===== src/rtl/counter_csr_ctrl.sv =====
// Sequencer between the CSR execute stage and the machine counter block: counter CSR decode,
// mcountinhibit ownership and response handshake. Optional high-half snapshot: COUNTER_SNAPSHOT_EN.
module counter_csr_ctrl #(
  parameter logic [2:0]  MCOUNTINHIBIT_RESET = 3'b000,
  parameter logic [11:0] MCOUNTINHIBIT       = 12'h320
) (
  input  logic        clk_in,
  input  logic        rst_n_in,
  input  logic        req_valid_in,
  output logic        req_ready_out,
  input  logic        req_wr_in,
  input  logic [11:0] req_addr_in,
  input  logic [31:0] req_data_in,
  output logic        resp_valid_out,
  input  logic        resp_ready_in,
  output logic [31:0] resp_data_out,
  output logic        resp_err_out,
  input  logic        retire_in,
  input  logic [63:0] mcycle_in,
  input  logic [63:0] minstret_in,
  input  logic [63:0] mtime_in,
  output logic        cnt_wr_en_out,
  output logic [11:0] cnt_addr_out,
  output logic [31:0] cnt_data_out,
  output logic        mcountinhibit_cy_out,
  output logic        mcountinhibit_ir_out,
  output logic        instret_inc_out
);

  typedef enum logic [1:0] {
    ST_IDLE   = 2'd0,
    ST_ISSUE  = 2'd1,
    ST_SETTLE = 2'd2,
    ST_RESP   = 2'd3
  } state_e;

  typedef enum logic [1:0] {
    SRC_NONE    = 2'd0,
    SRC_CYCLE   = 2'd1,
    SRC_INSTRET = 2'd2,
    SRC_TIME    = 2'd3
  } src_e;

  state_e      state_q, state_d;
  logic        req_wr_q, req_wr_d;
  logic [11:0] req_addr_q, req_addr_d;
  logic [31:0] req_data_q, req_data_d;
  logic [31:0] resp_data_q, resp_data_d;
  logic        resp_err_q, resp_err_d;
  logic [11:0] cnt_addr_q, cnt_addr_d;
  logic [31:0] cnt_data_q, cnt_data_d;
  logic        inh_cy_q, inh_cy_d;
  logic        inh_ir_q, inh_ir_d;

  // Address decode of the latched request
  src_e        src_sel;
  logic        src_hi;
  logic [63:0] src_word;
  logic        inh_hit;
  logic        cnt_wr_hit;
  logic        rd_hit;
  logic [31:0] rd_live;
  logic [31:0] rd_data;

`ifdef COUNTER_SNAPSHOT_EN
  logic        snap_valid_q, snap_valid_d;
  src_e        snap_src_q, snap_src_d;
  logic [31:0] snap_data_q, snap_data_d;
  logic        snap_hit;
`endif

  always_comb begin
    src_sel = SRC_NONE;
    src_hi  = 1'b0;
    unique case (req_addr_q)
      12'hB00, 12'hC00: src_sel = SRC_CYCLE;
      12'hB80, 12'hC80: begin src_sel = SRC_CYCLE;   src_hi = 1'b1; end
      12'hB02, 12'hC02: src_sel = SRC_INSTRET;
      12'hB82, 12'hC82: begin src_sel = SRC_INSTRET; src_hi = 1'b1; end
      12'hC01:          src_sel = SRC_TIME;
      12'hC81:          begin src_sel = SRC_TIME;    src_hi = 1'b1; end
      default: ;
    endcase

    unique case (src_sel)
      SRC_CYCLE:   src_word = mcycle_in;
      SRC_INSTRET: src_word = minstret_in;
      SRC_TIME:    src_word = mtime_in;
      default:     src_word = 64'd0;
    endcase

    inh_hit    = (req_addr_q == MCOUNTINHIBIT);
    rd_live    = src_hi ? src_word[63:32] : src_word[31:0];
    rd_hit     = inh_hit || (src_sel != SRC_NONE);
    // Only the 0xBxx aliases of mcycle/minstret are writable; 0xCxx and mtime are read-only
    cnt_wr_hit = !inh_hit && (src_sel == SRC_CYCLE || src_sel == SRC_INSTRET) &&
                 (req_addr_q[11:8] == 4'hB);

`ifdef COUNTER_SNAPSHOT_EN
    snap_hit = snap_valid_q && src_hi && (snap_src_q == src_sel) && !inh_hit;
    rd_data  = snap_hit ? snap_data_q : rd_live;
`else
    rd_data  = rd_live;
`endif
    if (inh_hit) begin
      rd_data = {29'd0, inh_ir_q, 1'b0, inh_cy_q};
    end
  end

  // NOTE: every signal driven here gets a default first so no path leaves it unassigned,
  // which would otherwise infer a latch.
  always_comb begin
    state_d       = state_q;
    req_wr_d      = req_wr_q;
    req_addr_d    = req_addr_q;
    req_data_d    = req_data_q;
    resp_data_d   = resp_data_q;
    resp_err_d    = resp_err_q;
    cnt_addr_d    = cnt_addr_q;
    cnt_data_d    = cnt_data_q;
    inh_cy_d      = inh_cy_q;
    inh_ir_d      = inh_ir_q;
    req_ready_out  = 1'b0;
    resp_valid_out = 1'b0;
    cnt_wr_en_out  = 1'b0;
`ifdef COUNTER_SNAPSHOT_EN
    snap_valid_d  = snap_valid_q;
    snap_src_d    = snap_src_q;
    snap_data_d   = snap_data_q;
`endif

    unique case (state_q)
      ST_IDLE: begin
        req_ready_out = 1'b1;
        if (req_valid_in) begin
          req_wr_d   = req_wr_in;
          req_addr_d = req_addr_in;
          req_data_d = req_data_in;
          state_d    = ST_ISSUE;
        end
      end

      ST_ISSUE: begin
        state_d     = ST_SETTLE;
        resp_data_d = 32'd0;
        resp_err_d  = 1'b0;
        if (req_wr_q) begin
          if (cnt_wr_hit) begin
            cnt_wr_en_out = 1'b1;
            cnt_addr_d    = req_addr_q;
            cnt_data_d    = req_data_q;
          end else if (inh_hit) begin
            inh_cy_d = req_data_q[0];
            inh_ir_d = req_data_q[2];
          end else begin
            resp_err_d = 1'b1;
          end
        end else if (rd_hit) begin
          resp_data_d = rd_data;
        end else begin
          resp_err_d = 1'b1;
        end
`ifdef COUNTER_SNAPSHOT_EN
        // A low-half read arms the snapshot; every other request disarms it
        snap_valid_d = !req_wr_q && !inh_hit && (src_sel != SRC_NONE) && !src_hi;
        if (snap_valid_d) begin
          snap_src_d  = src_sel;
          snap_data_d = src_word[63:32];
        end
`endif
      end

      ST_SETTLE: begin
        state_d = ST_RESP;
      end

      ST_RESP: begin
        resp_valid_out = 1'b1;
        if (resp_ready_in) begin
          state_d = ST_IDLE;
        end
      end

      default: begin
        state_d = ST_IDLE;
      end
    endcase

    cnt_addr_out = cnt_wr_en_out ? req_addr_q : cnt_addr_q;
    cnt_data_out = cnt_wr_en_out ? req_data_q : cnt_data_q;
  end

  // NOTE: state registers use non-blocking assignments so every flop samples pre-edge values.
  always_ff @(posedge clk_in or negedge rst_n_in) begin
    if (!rst_n_in) begin
      state_q     <= ST_IDLE;
      req_wr_q    <= 1'b0;
      req_addr_q  <= 12'd0;
      req_data_q  <= 32'd0;
      resp_data_q <= 32'd0;
      resp_err_q  <= 1'b0;
      cnt_addr_q  <= 12'd0;
      cnt_data_q  <= 32'd0;
      inh_cy_q    <= MCOUNTINHIBIT_RESET[0];
      inh_ir_q    <= MCOUNTINHIBIT_RESET[2];
    end else begin
      state_q     <= state_d;
      req_wr_q    <= req_wr_d;
      req_addr_q  <= req_addr_d;
      req_data_q  <= req_data_d;
      resp_data_q <= resp_data_d;
      resp_err_q  <= resp_err_d;
      cnt_addr_q  <= cnt_addr_d;
      cnt_data_q  <= cnt_data_d;
      inh_cy_q    <= inh_cy_d;
      inh_ir_q    <= inh_ir_d;
    end
  end

`ifdef COUNTER_SNAPSHOT_EN
  always_ff @(posedge clk_in or negedge rst_n_in) begin
    if (!rst_n_in) begin
      snap_valid_q <= 1'b0;
      snap_src_q   <= SRC_NONE;
      snap_data_q  <= 32'd0;
    end else begin
      snap_valid_q <= snap_valid_d;
      snap_src_q   <= snap_src_d;
      snap_data_q  <= snap_data_d;
    end
  end
`endif

  assign resp_data_out        = resp_data_q;
  assign resp_err_out         = resp_err_q;
  assign mcountinhibit_cy_out = inh_cy_q;
  assign mcountinhibit_ir_out = inh_ir_q;
  assign instret_inc_out      = retire_in;

endmodule

===== config.mk =====
export PLATFORM = sky130hd
export DESIGN_NAME = counter_csr_ctrl
export DESIGN_NICKNAME = d
export VERILOG_FILES = /design/src/rtl/counter_csr_ctrl.sv
export SDC_FILE = /design/constraint.sdc
export NUM_CORES = 1
export LEC_CHECK = 0
export CAP_MARGIN = 0
export CELL_PAD_IN_SITES_DETAIL_PLACEMENT = 1
export CELL_PAD_IN_SITES_GLOBAL_PLACEMENT = 2
export CORE_ASPECT_RATIO = 1.75
export CORE_MARGIN = 1
export CORE_UTILIZATION = 24
export CTS_CLUSTER_SIZE = 10
export DETAILED_ROUTE_END_ITERATION = 6
export HOLD_SLACK_MARGIN = 0.12
export PLACE_DENSITY = 0.93
export SETUP_SLACK_MARGIN = 0.4
export SYNTH_ARGS = -nofsm -noshare
export SYNTH_HDL_FRONTEND = slang
export SYNTH_SLANG_ARGS = --single-unit

===== constraint.sdc =====
create_clock -name clk_in -period 3.5 [get_ports clk_in]
set_input_delay 0.35 -clock clk_in [delete_from_list [all_inputs] [get_ports clk_in]]
set_output_delay 0.35 -clock clk_in [all_outputs]
set_load 0.05 [all_outputs]

### Word level (Yosys, flattened, before mapping)

Cells that the tools add are included.

* eq/ne operators: 20
* bitwise operators: 1
* mux-type cells: 21
* reduce and logical (&&, ||, !) cells: 15

Operators with widths (number)
* 64-bit case mux with 3 select lines: 1
* 32-bit two-way mux: 5
* 12-bit equality test (second input constant): 10
* 12-bit by 10-bit equality test with 1-bit output (second input constant): 1
* 12-bit two-way mux: 1
* 1-bit two-way mux: 10
* 2-bit equality test (second input constant): 4
* 2-bit case mux with 4 select lines: 1
* 4-bit OR reduction: 2
* 2-bit case mux with 3 select lines: 1
* 5-bit OR reduction: 1
* 2-bit by 1-bit equality test with 1-bit output (second input constant): 2
* 4-bit equality test (second input constant): 1
* 2-bit two-way mux: 2
* 2-bit inequality test (second input constant): 2
* 2-bit AND reduction: 2
* 4-bit AND reduction: 1
* 3-bit AND reduction: 1
* 1-bit logical AND: 2
* 2-bit logical NOT: 1
* 1-bit logical OR: 2
* 2-bit nonzero test: 1
* 2-bit OR reduction: 1
* 1-bit logical NOT: 1
* 1-bit inverter: 1

* word-level logic and storage cells: 67
* output and inout bits: 83
* input port bits: 242
* bits in registers: 126

### Longest topological paths before layout

* depth in word-level cells: 11
* depth in mapped cells: 12
* gate-level depth less buffers: 10

### Least setup slack after synthesis

OpenSTA, ideal clock, no wires.

* kind: reg-to-output
* from: reg req_addr_q[0]
* to: out cnt_addr_out[4]
* path slack: 0.411 ns
* stages on the path, launching flop included: 9
* required time: 3.150 ns
* arrival time: 2.739 ns
* cells stage by stage: dfrtp_1 > or4b_2 > o21ai_0 > nand2_1 > ha_1 > nor3_1 > nand2_1 > clkbuf_1 > mux2_2

* cells in the longest elaborated chain, start to end: 11
* elaborated cells between the ends (all ways): 25
* classes of those cells: eq/ne: 13; mux: 5; reduce/logical: 7

Ends and longest elaborated chain
* start: declaration: line 46 `logic [11:0] req_addr_q, req_addr_d;`
* start signal: assignment: line 209 `req_addr_q <= req_addr_d;`
* 12-bit equality test: line 75 `unique case (req_addr_q)`
* 4-bit OR reduction (no line) or 2-bit OR reduction (tied branches)
* 2-bit case mux with 3 select lines: line 75
* 2-bit by 1-bit equality test with 1-bit output or 2-bit equality test (tied branches): line 96 `cnt_wr_hit = !inh_hit && (src_sel == SRC_CYCLE || src_sel == SRC_INSTRET) &&`
* 1-bit logical OR: line 96
* 1-bit logical AND * (2 in series): line 96
* 1-bit two-way mux *: line 148 `if (cnt_wr_hit) begin`
* 1-bit two-way mux *: line 147 `if (req_wr_q) begin`
* 1-bit two-way mux *: line 132 `unique case (state_q)`
* 12-bit two-way mux *: line 189 `cnt_addr_out = cnt_wr_en_out ? req_addr_q : cnt_addr_q;`
* end: declaration: line 23 `output logic [11:0] cnt_addr_out,`

Every way passes the cells marked *; elsewhere a longest branch is shown, timed or not.

### Final worst setup path

* from: reg req_addr_q[3]
* to: out cnt_addr_out[1]

Same word-level chain as after synthesis.

==> results.toml <==
[yosys]
synth.distinct_cells = 35
postSynthCellCount = 596
ys_warn_count = 0
synth-seq-cells = 126
netlist_area_um2 = 6598
synth_fa_ha_area_share_pct = 1.707
synth-edff-count = 0
synth.area.top_cells = "dfrtp_1 48%, mux2_2 15%, a221oi_2 6.8%"
synth_top_area_share_pct = 47.79
async_flop_share_pct = 100.0
synthSimpleGateAreaFrac_pct = 15.36
muxShareOfSynthArea_pct = 15.19
syn_nets = 847
seq_area_frac_synth_pct = 47.79
synth-xor-area-share_pct = 0
synth_top_family_by_area = "compound AO/OA/AOI/OAI gates"
synth_compound_area_share_pct = 16.06
synth_flop_cell = "dfrtp_1"
synth_top_area_cell = "dfrtp_1"
avgSynthCellArea_um2 = 11.07

[finish]
areaGrowthSynthToFinish_pct = 75.44
final_common_cell = "clkdlybuf4s50_1"
drive_above_1_share_pct = 26.62
nets = 1178
diodes = 0
final_cell_mix = "276 x clkdlybuf4s50_1, 125 x dfrtp_1, 95 x nand2_1"

[sta]
fmax_mhz = 285.3
setup_viol = 5
fin_crit_sh_pct = 100.2
slew_headroom_pct = 47.28
min_period_ns = 3.506
setup_slack_ns = -0.005695
skew_ns = 0.008507
tightest_slew_ns = 0.7908
hold_viol = 0
rsz0062_at_grt = "true"
maxSlewViolCount = 0

[clock_network]
htree_num_levels = 4
clock_path_buffers = 2
clk_latency_ns = 0.43
cts_root_buf = "clkbuf_16"
clk_pin_slew_ns = 0.06
cts_buffers = 17
clock_sinks = 126
cts_tree = "built"

[min_path]
hold_path.class = "flop to flop"

[detailed_routing]
antenna_left = 0
drc = 0
vias = 6236
avgViaCountPerCell = 4.768
drt_wl_total_mm = 26.60
drt_iter0_drc = 167
wl_per_cell_um = 20.34
drtPass1Iterations = 4

[floorplan]
dieArea_um2 = 28180
die_y_um = 221.3
die_x_um = 127.3
io_pins = 325
coreArea_um2 = 27130
start_util_pct = 24.32
fp-row-count = 80

[placement]
hpwl_mm = 18.83
place_congestion = 0.7920
preCtsSetupSlack_ns = 0.2020
io_buffers = 322

[critical_path]
critPathRequiredTime_ns = 3.15
crit_path_top_delay_cell = "or4b_4"
cp_slowest_stage_delay_ns = 0.55
crit_type = "flop to primary output"
cp.arrival_ns = 3.16
cp_max_fo = 11
crit_chain = "or4b_4 -> o21ai_1 -> nand2_1 -> ha_4 -> nor3_4 -> nand2_4 -> buf_6 -> mux2_2 -> buf_12"
endpoint_kind = "primary output"
worst_setup_path_start_kind = "flop"

[grt]
first_global_vias = 6873
grt_max_degree = 77
grt.total_usage_pct = 18.84
grt_pass1_wl_mm = 39.43
grt_overflow_total = 0
antenna_found_initial = 0

[pwr]
ir_drop_v = 0.0004396
power_uw = 5003
p_leak_uw = 0.004891
pwr_density_cell_nw_per_um2 = 432.3

[run_status]
violations = "negative setup slack"
status = "finished, violations left"

[job]
max_cap_viol_count = 0
==> path summary, 6_finish.rpt <==
path,cells past startpoint,start,slack (ns),endpoint
setup / recovery,9,req_addr_q[3]$_DFFE_PN0P_,-0.006,cnt_addr_out[1]
hold / removal,1,cnt_addr_q[11]$_DFFE_PN0P_,0.49,cnt_addr_q[11]$_DFFE_PN0P_
setup reg to reg,10,req_addr_q[0]$_DFFE_PN0P_,0.51,resp_data_out[12]$_DFFE_PN0N_
hold reg to reg,1,cnt_addr_q[11]$_DFFE_PN0P_,0.49,cnt_addr_q[11]$_DFFE_PN0P_
max in group asynchronous,3,rst_n_in,2.15,req_data_q[13]$_DFFE_PN0P_
min in group asynchronous,2,rst_n_in,0.56,resp_data_out[29]$_DFFE_PN0N_
==> logic make-up (layout without fill, tap and decap cells) <==
group,count (synthesis),in the layout
muxes,89,89
buffers and inverters,51,393
AOI/OAI and AO/OA,106,106
adders and majority gates,9,9
and+or+nand+nor,215,216
DFF,126,126
==> stage by stage <==
stage                     hold WS (ns)  cell area (µm²)  TNS (ns)  utilization (%)  instances
after floorplan                0.05441             6598         0                -        596
after global placement          0.4558            10680         0            39.37       1258
after detailed placement        0.4633            10680         0            39.37       1258
after CTS                       0.4940            11470         0            42.28       1299
after global routing            0.5126            11570    -4.408            42.67       1308
final                           0.4900            11570  -0.01959            42.67       1308
==> timing repair <==
action	CTS	global route
pin swaps	2	4
setup endpoints to repair	61	76
gates resized for setup	15	9
hold buffers	1	0
hold endpoints to repair	75	0
gates cloned	3	1
setup buffers	6	8
==> critical path, delay by kind of cell (launching register included) <==
family | cells | cell delay (ns)
flops | 1 | 0.43
buf+inv | 2 | 0.37
simple gates | 4 | 1.13
mux | 1 | 0.32
fa+ha+maj | 1 | 0.29
compound gates | 1 | 0.19
==> cell type report <==
type                            instances  area, µm²
Fill cell                            2863      15550
Timing Repair Buffer                  355       4051
Multi-Input combinational cell        420       3317
Sequential cell                       126       3154
Tap cell                              369      461.7
Clock buffer                           19      452.9
Clock inverter                         12      111.4
Inverter                                7      26.28
==> power by group <==
group	leakage (µW)	switching (µW)	internal, µW
Sequential	0.00166	240	1750
Clock	0.000272	716	1010
Combinational	0.00296	543	740
Total	0.00489	1500	3500
==> cells in the mapped netlist (7+ instances only) <==
cell,number
mux2_2,87
inv_1,7
nor2_1,33
nand2_1,97
nand3_1,32
nand2b_1,34
clkbuf_1,34
dfrtp_1,126
a22oi_1,30
a221oi_2,30
a221oi_1,30
ha_1,9
==> metal layers <==
| layer | up-vias | part of all wire, % | GRT usage (%) |
|---|---|---|---|
| met5 | - | 0 | 0 |
| met4 | 0 | 2.9 | 7.488 |
| met3 | 41 | 6.7 | 5.150 |
| met2 | 251 | 55 | 36.15 |
| met1 | 3093 | 35 | 18.60 |
| li1 | 2851 | - | - |
==> flip-flops by register name, indices dropped and copies added (netlist names) <==
name and count:
cnt_addr_q 12, cnt_data_q 32, mcountinhibit_cy_out 1, mcountinhibit_ir_out 1, req_addr_q 12, req_data_q 32, req_wr_q 1, resp_data_out 32
resp_err_out 1, state_q 2
(Power assumes the default switching activity.)
